<file path="src/rtl/mem_bist_defs.sv">
// Shared definitions for the memory BIST controller: FSM state encodings and
// the default background data word.
package mem_bist_defs;

  typedef enum logic [2:0] {
    IDLE  = 3'd0,
    WR    = 3'd1,
    RD    = 3'd2,
    DRAIN = 3'd3,
    FIN   = 3'd4
  } state_t;

  localparam logic [31:0] DEFAULT_PATTERN = 32'hAAAA_AAAA;

endpackage

</file>
<file path="src/rtl/mem_bist_cmp.sv">
// Read-data checker: delays each issued read's expected word and address by the
// memory latency, then compares, counts mismatches and remembers the first one.
module mem_bist_cmp
  import mem_bist_defs::*;
#(
  parameter int ADDR_W     = 4,
  parameter int DATA_W     = 32,
  parameter int RD_LATENCY = 1,
  parameter int ERR_W      = 8
) (
  input  logic              Clk,
  input  logic              Rst,
  input  logic              clr,
  input  logic              issue,
  input  logic [ADDR_W-1:0] issue_addr,
  input  logic [DATA_W-1:0] issue_exp,
  input  logic [DATA_W-1:0] rd_data,
  output logic [ERR_W-1:0]  err_count,
  output logic [ADDR_W-1:0] fail_addr,
  output logic              err_zero_next
);

  logic              vld_q  [RD_LATENCY];
  logic [DATA_W-1:0] exp_q  [RD_LATENCY];
  logic [ADDR_W-1:0] addr_q [RD_LATENCY];
  logic              seen_fail;
  logic              mismatch;
  logic [ERR_W-1:0]  err_next;

  assign mismatch = vld_q[RD_LATENCY-1] && (rd_data != exp_q[RD_LATENCY-1]);

  // Next count is exposed so the controller can register Pass on the same edge
  // as the final comparison.
  always_comb begin
    err_next = err_count;
    if (clr)
      err_next = '0;
    else if (mismatch && (err_count != {ERR_W{1'b1}}))
      err_next = err_count + 1'b1;
  end

  assign err_zero_next = (err_next == '0);

  always_ff @(posedge Clk or negedge Rst) begin
    if (!Rst) begin
      for (int i = 0; i < RD_LATENCY; i++) begin
        vld_q[i]  <= 1'b0;
        exp_q[i]  <= '0;
        addr_q[i] <= '0;
      end
      err_count <= '0;
      fail_addr <= '0;
      seen_fail <= 1'b0;
    end else begin
      vld_q[0]  <= issue && !clr;
      exp_q[0]  <= issue_exp;
      addr_q[0] <= issue_addr;
      for (int i = 1; i < RD_LATENCY; i++) begin
        vld_q[i]  <= vld_q[i-1] && !clr;
        exp_q[i]  <= exp_q[i-1];
        addr_q[i] <= addr_q[i-1];
      end
      err_count <= err_next;
      if (clr) begin
        fail_addr <= '0;
        seen_fail <= 1'b0;
      end else if (mismatch && !seen_fail) begin
        fail_addr <= addr_q[RD_LATENCY-1];
        seen_fail <= 1'b1;
      end
    end
  end

endmodule

</file>
<file path="src/rtl/mem_bist_ctrl.sv">
// March-style BIST master for a dual-port memory: write pattern, read/compare,
// write inverse, read/compare (descending), then report pass/fail.
module mem_bist_ctrl
  import mem_bist_defs::*;
#(
  parameter int                ADDR_W     = 4,
  parameter int                DATA_W     = 32,
  parameter int                RD_LATENCY = 1,
  parameter logic [DATA_W-1:0] PATTERN    = DATA_W'(DEFAULT_PATTERN),
  parameter int                ERR_W      = 8
) (
  input  logic              Clk,
  input  logic              Rst,
  input  logic              Start,
  output logic              Busy,
  output logic              Done,
  output logic              Pass,
  output logic [ERR_W-1:0]  Err_count,
  output logic [ADDR_W-1:0] Fail_addr,
  output logic              Wr_en,
  output logic [ADDR_W-1:0] Wr_addr,
  output logic [DATA_W-1:0] Mem_wr_data,
  output logic              Rd_en,
  output logic [ADDR_W-1:0] Rd_addr,
  input  logic [DATA_W-1:0] Mem_rd_data
);

  localparam logic [ADDR_W-1:0] LAST_ADDR  = {ADDR_W{1'b1}};
  localparam logic [2:0]        DRAIN_LAST = 3'(RD_LATENCY - 1);

  state_t            state;
  logic              phase;
  logic [ADDR_W-1:0] idx;
  logic [2:0]        dcnt;
  logic              start_ok;
  logic              err_zero_next;

  function automatic logic [DATA_W-1:0] pattern_word(input logic [ADDR_W-1:0] a,
                                                     input logic inv);
    logic [DATA_W-1:0] e;
    e = PATTERN ^ DATA_W'(a);
    return inv ? ~e : e;
  endfunction

  assign start_ok = Start && ((state == IDLE) || (state == FIN));

  always_ff @(posedge Clk or negedge Rst) begin
    if (!Rst) begin
      state       <= IDLE;
      phase       <= 1'b0;
      idx         <= '0;
      dcnt        <= '0;
      Busy        <= 1'b0;
      Done        <= 1'b0;
      Pass        <= 1'b0;
      Wr_en       <= 1'b0;
      Wr_addr     <= '0;
      Mem_wr_data <= '0;
      Rd_en       <= 1'b0;
      Rd_addr     <= '0;
    end else begin
      case (state)
        IDLE, FIN: begin
          if (start_ok) begin
            state       <= WR;
            phase       <= 1'b0;
            idx         <= '0;
            Busy        <= 1'b1;
            Done        <= 1'b0;
            Pass        <= 1'b0;
            Wr_en       <= 1'b1;
            Wr_addr     <= '0;
            Mem_wr_data <= pattern_word('0, 1'b0);
          end
        end
        WR: begin
          if (idx == LAST_ADDR) begin
            state       <= RD;
            idx         <= '0;
            Wr_en       <= 1'b0;
            Mem_wr_data <= '0;
            Rd_en       <= 1'b1;
            Rd_addr     <= phase ? LAST_ADDR : '0;
          end else begin
            idx         <= idx + 1'b1;
            Wr_addr     <= idx + 1'b1;
            Mem_wr_data <= pattern_word(idx + 1'b1, phase);
          end
        end
        RD: begin
          if (idx == LAST_ADDR) begin
            state <= DRAIN;
            dcnt  <= '0;
            Rd_en <= 1'b0;
          end else begin
            idx     <= idx + 1'b1;
            Rd_addr <= phase ? Rd_addr - 1'b1 : Rd_addr + 1'b1;
          end
        end
        DRAIN: begin
          // Wait out the read latency so the last compare lands before moving on.
          if (dcnt == DRAIN_LAST) begin
            if (!phase) begin
              state       <= WR;
              phase       <= 1'b1;
              idx         <= '0;
              Wr_en       <= 1'b1;
              Wr_addr     <= '0;
              Mem_wr_data <= pattern_word('0, 1'b1);
            end else begin
              state <= FIN;
              Busy  <= 1'b0;
              Done  <= 1'b1;
              Pass  <= err_zero_next;
            end
          end else begin
            dcnt <= dcnt + 3'd1;
          end
        end
        default: state <= IDLE;
      endcase
    end
  end

  mem_bist_cmp #(
    .ADDR_W     (ADDR_W),
    .DATA_W     (DATA_W),
    .RD_LATENCY (RD_LATENCY),
    .ERR_W      (ERR_W)
  ) u_cmp (
    .Clk           (Clk),
    .Rst           (Rst),
    .clr           (start_ok),
    .issue         (Rd_en),
    .issue_addr    (Rd_addr),
    .issue_exp     (pattern_word(Rd_addr, phase)),
    .rd_data       (Mem_rd_data),
    .err_count     (Err_count),
    .fail_addr     (Fail_addr),
    .err_zero_next (err_zero_next)
  );

endmodule

</file>
<file path="config.mk">
export PLATFORM = sky130hd
export DESIGN_NAME = mem_bist_ctrl
export DESIGN_NICKNAME = d
export VERILOG_FILES = /design/src/rtl/mem_bist_defs.sv /design/src/rtl/mem_bist_cmp.sv /design/src/rtl/mem_bist_ctrl.sv
export SDC_FILE = /design/constraint.sdc
export NUM_CORES = 1
export LEC_CHECK = 0
export ABC_AREA = 0
export CELL_PAD_IN_SITES_DETAIL_PLACEMENT = 0
export CELL_PAD_IN_SITES_GLOBAL_PLACEMENT = 1
export CORE_AREA = 2 2 93 95
export DETAILED_ROUTE_END_ITERATION = 8
export DIE_AREA = 0 0 95 97
export PLACE_DENSITY = 0.82
export SLEW_MARGIN = 5
export SYNTH_ARGS = -nofsm -noshare
export SYNTH_HDL_FRONTEND = slang
export SYNTH_SLANG_ARGS = --single-unit
</file>
<file path="constraint.sdc">
create_clock -name Clk -period 7.2 [get_ports Clk]
set_input_delay 1.8 -clock Clk [delete_from_list [all_inputs] [get_ports Clk]]
set_output_delay 1.8 -clock Clk [all_outputs]
set_load 0.005 [all_outputs]
</file>
==> run summary <==
status = completed
Leak Pwr = 0.00170 µW
GRT Resource Usage Total = 0.151
post-CTS sizing = 0
RSZ-0062 raised after global routing = false
total CTS buffers = 5
gr ovfl total = 0
diodes inserted = 0
port bufs = 91
post-route clock period utilization = 0.553
Starting Density = 0.378
routed via count = 2523
GP Congestion = 0.823
CP Max Fanout = 10
Die Height = 97 µm
I/O pins = 92
share of cells above drive strength 1 = 0.0468
Post-synth EDFFs = 0
Max Freq = 251 MHz
Layout area overhead = 28.8%
fraction of registers with async set/reset = 1.00
post-DP HPWL = 5.31 mm
# setup viols final = 0
Root Buffer Master = clkbuf_8
Final ANT Viol Nets = 0
CTS tree = done
Comb pwr share = 0.385
Yosys cell types = 48
DRC Markers = 0
most frequent cell after synthesis = dfrtp_1
Synth Cell Area = 3070 µm²
sequential share of the synthesized area = 0.440
WP data arrival = 4.19 ns
Synth top area share = 0.440
HP Class = flop to flop
WS Path Type = primary input to flop
global-route wire length before repair = 11.3 mm
initial antenna violation count = 0
Final Max Tran Viols = 0
Clock Skew = 0.00755 ns
Worst Max-Slew Pin Slew = 0.717 ns
Crit. End Element = flop
1st-pass router iterations = 4
ys flop type = dfrtp_1
syn avg cell area = 9.48 µm²
Die Width = 95 µm
critical path launch point type = primary input
Final nets = 426
Clock power frac = 0.199
Peak VDD IR = 0.121 mV
post-synthesis instance total = 324
Critical Path RT = 7.40 ns
sw power = 301 µW
clk_lat worst skew = 0.30 ns
Rel. slew slack = 0.522
post-CTS setup buffers = 0
Post-CTS Hold Buffers = 0
final instance area = 3960 µm²
final hold violations = 0
DR iter-0 viols = 111
syn_nets = 366
switching share of power = 0.306
Placement Cell Area = 3850 µm²
internal power = 681 µW
vias in the first global route = 2334
CTS max path bufs = 2
Sink Count = 54
die area = 9220 µm²
max cap viols = 0
Vias/cell = 5.15
routed len/inst = 14.4 µm
Tmin final = 3.98 ns
setup tns final = 0 ns
sequential power share = 0.416
Cell Rows = 33
final wirelength = 7.07 mm
post-synthesis sequential element count = 54
Synth area leaders = dfrtp_1 44%, buf_4 6.4%, nor2_1 4.9%
cell taking the most area after synthesis = dfrtp_1
commonest cells in the netlist = 54 x dfrtp_1, 40 x nor2_1, 26 x buf_4, 23 x nand2_1, 22 x o21ai_0
YS warnings = 0
clk slew on worst S/H paths = 0.09 ns
CORE AREA = 8130 µm²
H-tree depth = 2
Power Density = 248 nW/µm²
largest net degree at the start of global routing = 55
-- sequential cells by signal, indices dropped and copies added, names as in the netlist --
register         cells
phase                1
Pass                 1
Mem_wr_data          6
Wr_addr              4
Done                 1
idx                  4
u_cmp.err_count      8
state                3
u_cmp.seen_fail      1
Busy                 1
u_cmp.vld_q          1
dcnt                 3
u_cmp.addr_q         4
Rd_addr              4
u_cmp.exp_q          6
u_cmp.fail_addr      4
Wr_en                1
Rd_en                1
-- critical path, cell delays in order --
cell,delay (ns)
clkdlybuf4s50_1,0.42
or4_1,0.50
mux2i_1,0.15
nand4_1,0.19
o21ba_1,0.35
a211o_1,0.32
o21ai_1,0.07
a21oi_1,0.09
o41ai_2,0.29
-- power by group through the flow --
| stage | logic (µW) | clock network (µW) | registers, µW |
|---|---|---|---|
| after floorplan | 238 | 0 | 397 |
| after global placement | 380 | 0 | 412 |
| after detailed placement | 384 | 0 | 415 |
| after CTS | 386 | 201 | 409 |
| after global routing | 412 | 213 | 419 |
| final | 378 | 195 | 408 |
-- stage by stage --
step	utilization	hold slack (ns)	setup slack, ns	cells	power [µW]
global route	0.487	0.501	3.06	490	1040
detailed placement	0.474	0.459	2.88	482	799
floorplan	-	0.399	3.51	324	635
CTS	0.487	0.481	3.19	490	995
global placement	0.474	0.460	2.91	482	791
finish	0.487	0.489	3.22	490	981
-- kinds of logic (layout without fill, tap and decap cells) --
family,after synthesis,in the layout,share of synthesized area
simple gates,113,113,0.179
compound gates,67,67,0.147
flops,54,54,0.440
buf+inv,49,110,0.0998
xor+xnor,20,20,0.0570
mux,14,14,0.0464
fa+ha+maj,7,7,0.0309
-- placed cells by master (no fill, tap or decap), types with 2 or more instances in the layout --
master           synthesis  final
nor2_1                  40     40
a32o_1                   2      2
a21oi_1                 14     14
a22o_1                   7      7
ha_1                     6      6
nand4_1                 13     13
a21o_1                   2      2
nand2_1                 23     23
xnor2_1                  8      8
a211oi_1                 3      3
dfrtp_1                 54     54
mux2_2                   2      2
and3_1                   3      3
nor3_1                   6      6
mux2i_1                 12     12
o211ai_1                 2      2
clkdlybuf4s50_1          0     90
buf_4                   26      2
or4_1                    6      6
o22ai_1                  3      3
clkbuf_8                 1      5
a221oi_1                 2      2
nand2b_1                 2      2
nor2b_1                  5      5
xor2_1                  12     12
clkbuf_1                10      2
inv_1                    9      9
or2_2                    3      3
o21ai_0                 22     22
nand3_1                  7      7
-- final timing paths --
| check | start | to | slack (ns) | cells after the start |
|---|---|---|---|---|
| max | Mem_rd_data[17] | Pass | 3.22 | 9 |
| min | Rd_addr[2] | u_cmp.addr_q[2] | 0.49 | 0 |
| max reg2reg | u_cmp.exp_q[29] | Pass | 4.61 | 8 |
| min reg2reg | Rd_addr[2] | u_cmp.addr_q[2] | 0.49 | 0 |
| max in group asynchronous | Rst | u_cmp.fail_addr[2] | 5.14 | 2 |
| min in group asynchronous | Rst | u_cmp.err_count[2] | 1.61 | 2 |
-- layer usage --
metal	part of all wire	routed length (µm)	GRT usage	vias up
met1	0.46	3220	0.202	1208
met4	0.013	94	0.0357	0
met5	0	0	0	-
li1	-	-	-	1238
met3	0.065	460	0.0358	10
met2	0.47	3290	0.248	67
-- cell type report --
| class | instances | area, µm² |
|---|---|---|
| fillers | 775 | 4180 |
| multi-input cells | 221 | 1420 |
| clock buffers | 7 | 76.3 |
| repair buffers | 93 | 921 |
| clock inverters | 1 | 30.0 |
| inverters | 9 | 33.8 |
| flip-flops and latches | 54 | 1350 |
| well taps | 105 | 131 |
Note: power is estimated with default switching activity, not from simulation.
==> RTL edit (same settings) <==
`DATA_W` is set to 32 in 2 places; all go to 64.
--- a/src/rtl/mem_bist_cmp.sv
+++ b/src/rtl/mem_bist_cmp.sv
@@ -4,7 +4,7 @@
   import mem_bist_defs::*;
 #(
   parameter int ADDR_W     = 4,
-  parameter int DATA_W     = 32,
+  parameter int DATA_W     = 64,
   parameter int RD_LATENCY = 1,
   parameter int ERR_W      = 8
 ) (
--- a/src/rtl/mem_bist_ctrl.sv
+++ b/src/rtl/mem_bist_ctrl.sv
@@ -4,7 +4,7 @@
   import mem_bist_defs::*;
 #(
   parameter int                ADDR_W     = 4,
-  parameter int                DATA_W     = 32,
+  parameter int                DATA_W     = 64,
   parameter int                RD_LATENCY = 1,
   parameter logic [DATA_W-1:0] PATTERN    = DATA_W'(DEFAULT_PATTERN),
   parameter int                ERR_W      = 8
Ports: changed (resized Mem_rd_data and Mem_wr_data); port bits go from 92 to 156. The function was not compared with the original's and may differ.
==> RTL edit against the unedited design <==
- final area up 19%
- wire length up 22%
- synthesized area is 11% higher
- clock skew hardly changed
- register-to-register slack got worse by 300 ps
- sequential cell count unchanged
- sequential share of layout area shrank 5.4 points
- count of clock-buffer cells in the layout decreased by 2
- core utilization increased by 9.2 points
- worst setup slack worse by 420 ps
- critical path type unchanged
Power is not compared: it rests on default switching activity, and its combinational part moved more than twofold at a synthesized area within 25%.
==> RTL edit: results (changes against the unedited design) <==
stage;metric;value;unit;change
status;status;completed;;
finish;comb_multi_in;246;;+11%
finish;# fillers;761;;-1.8%
setup_path;critical path peak fanout;7;;-3
placed_design;pre-CTS setup slack;2490;ps;-398 ps
setup_path;r2r startpoint;u_cmp.exp_q[62]$_DFF_PN0_;;
logic_synthesis;Area contributors post-synth;dfrtp_1 (40%), buf_4 (13%), nor2_1 (4.3%);;
setup_path;CP startpoint;Mem_rd_data[42];;
finish;Non-CTS buffers;157;;+69%
finish;fraction of area in multi-input gates;32.6;%;-3.2 points
sta;Worst Tran Pin Value;1210;ps;+494 ps
setup_path;Crit path max-delay family;simple AND/OR/NAND/NOR gates;;
finish;leading registers by flop count;u_cmp.err_count x8, Mem_wr_data x6, u_cmp.exp_q x6;;
placed_design;area post-placement;4610;µm²;+20%
setup_path;slack of the worst reg-to-reg path;4310;ps;-300 ps
finish;final instance area;4700;µm²;+19%
placed_design;routability cong.;0.823;;about the same
setup_path;CP peak stage delay;530;ps;+30 ps
grt;vias in the first global route;2701;;+16%
drt;via count;2897;;+15%
finish;Clock buf/inv share;1.99;%;-0.69 points
logic_synthesis;post-synthesis sequential area ratio;39.8;%;-4.2 points
logic_synthesis;syn nets;452;;+23%
drt;final wirelength;8640;µm;+22%
finish;final net count;547;;+28%
setup_path;Arrival @ worst endpoint;4640;ps;+450 ps
placed_design;Placed Cells;571;;+18%
sta;Min Hold Slack;473;ps;-16.1 ps
finish;layout cells sized above 1;3.38;%;-1.3 points
logic_synthesis;Synth top cells by count;buf_4 (58), dfrtp_1 (54), nor2_1 (39), nand2_1 (25), a21oi_1 (18);;
placed_design;post-detail-place hpwl;6640;µm;+25%
finish;clock buffer count;5;;-2
drt;Initial DRC Count;128;;+15%
die;die area;9220;µm²;unchanged
logic_synthesis;Netlist cell types;43;;-10%
sta;worst setup slack after layout;2800;ps;-418 ps
grt;All-Layer GR Usage;18.4;%;+3.3 points
RTL edit: cell count changes in the layout (fill, tap and decap cells not counted), sizes merged, moves of 5 or more:
cell	change
nand2b	+8
or4	+5
clkdlybuf4s50	+64
or3	+9
nor4	+7
nand3	+6
o21ai	-9
RTL edit: layer usage:
layer	global-route usage, %	part of all wire, %
met5	0	0
met4	3.90	0.95
met3	4.21	7.7
met2	31.8	50
met1	23.3	42
RTL edit: logic make-up (layout without fill, tap and decap cells):
logic type | Yosys count | count (layout) | synth area share (%)
AND/OR/NAND/NOR | 153 | 153 | 23.8
AO/OA/AOI/OAI | 54 | 54 | 9.69
XOR/XNOR | 19 | 19 | 4.90
adder cells (fa/ha/maj) | 7 | 7 | 2.80
multiplexers | 13 | 13 | 3.98
flip-flops | 54 | 54 | 39.8
buffers and inverters | 78 | 174 | 15.1
RTL edit: report_power, final:
group          switching (µW)  internal, µW  total [µW]
combinational             333           536         868
clock                     102          70.4         173
sequential                150           409         560
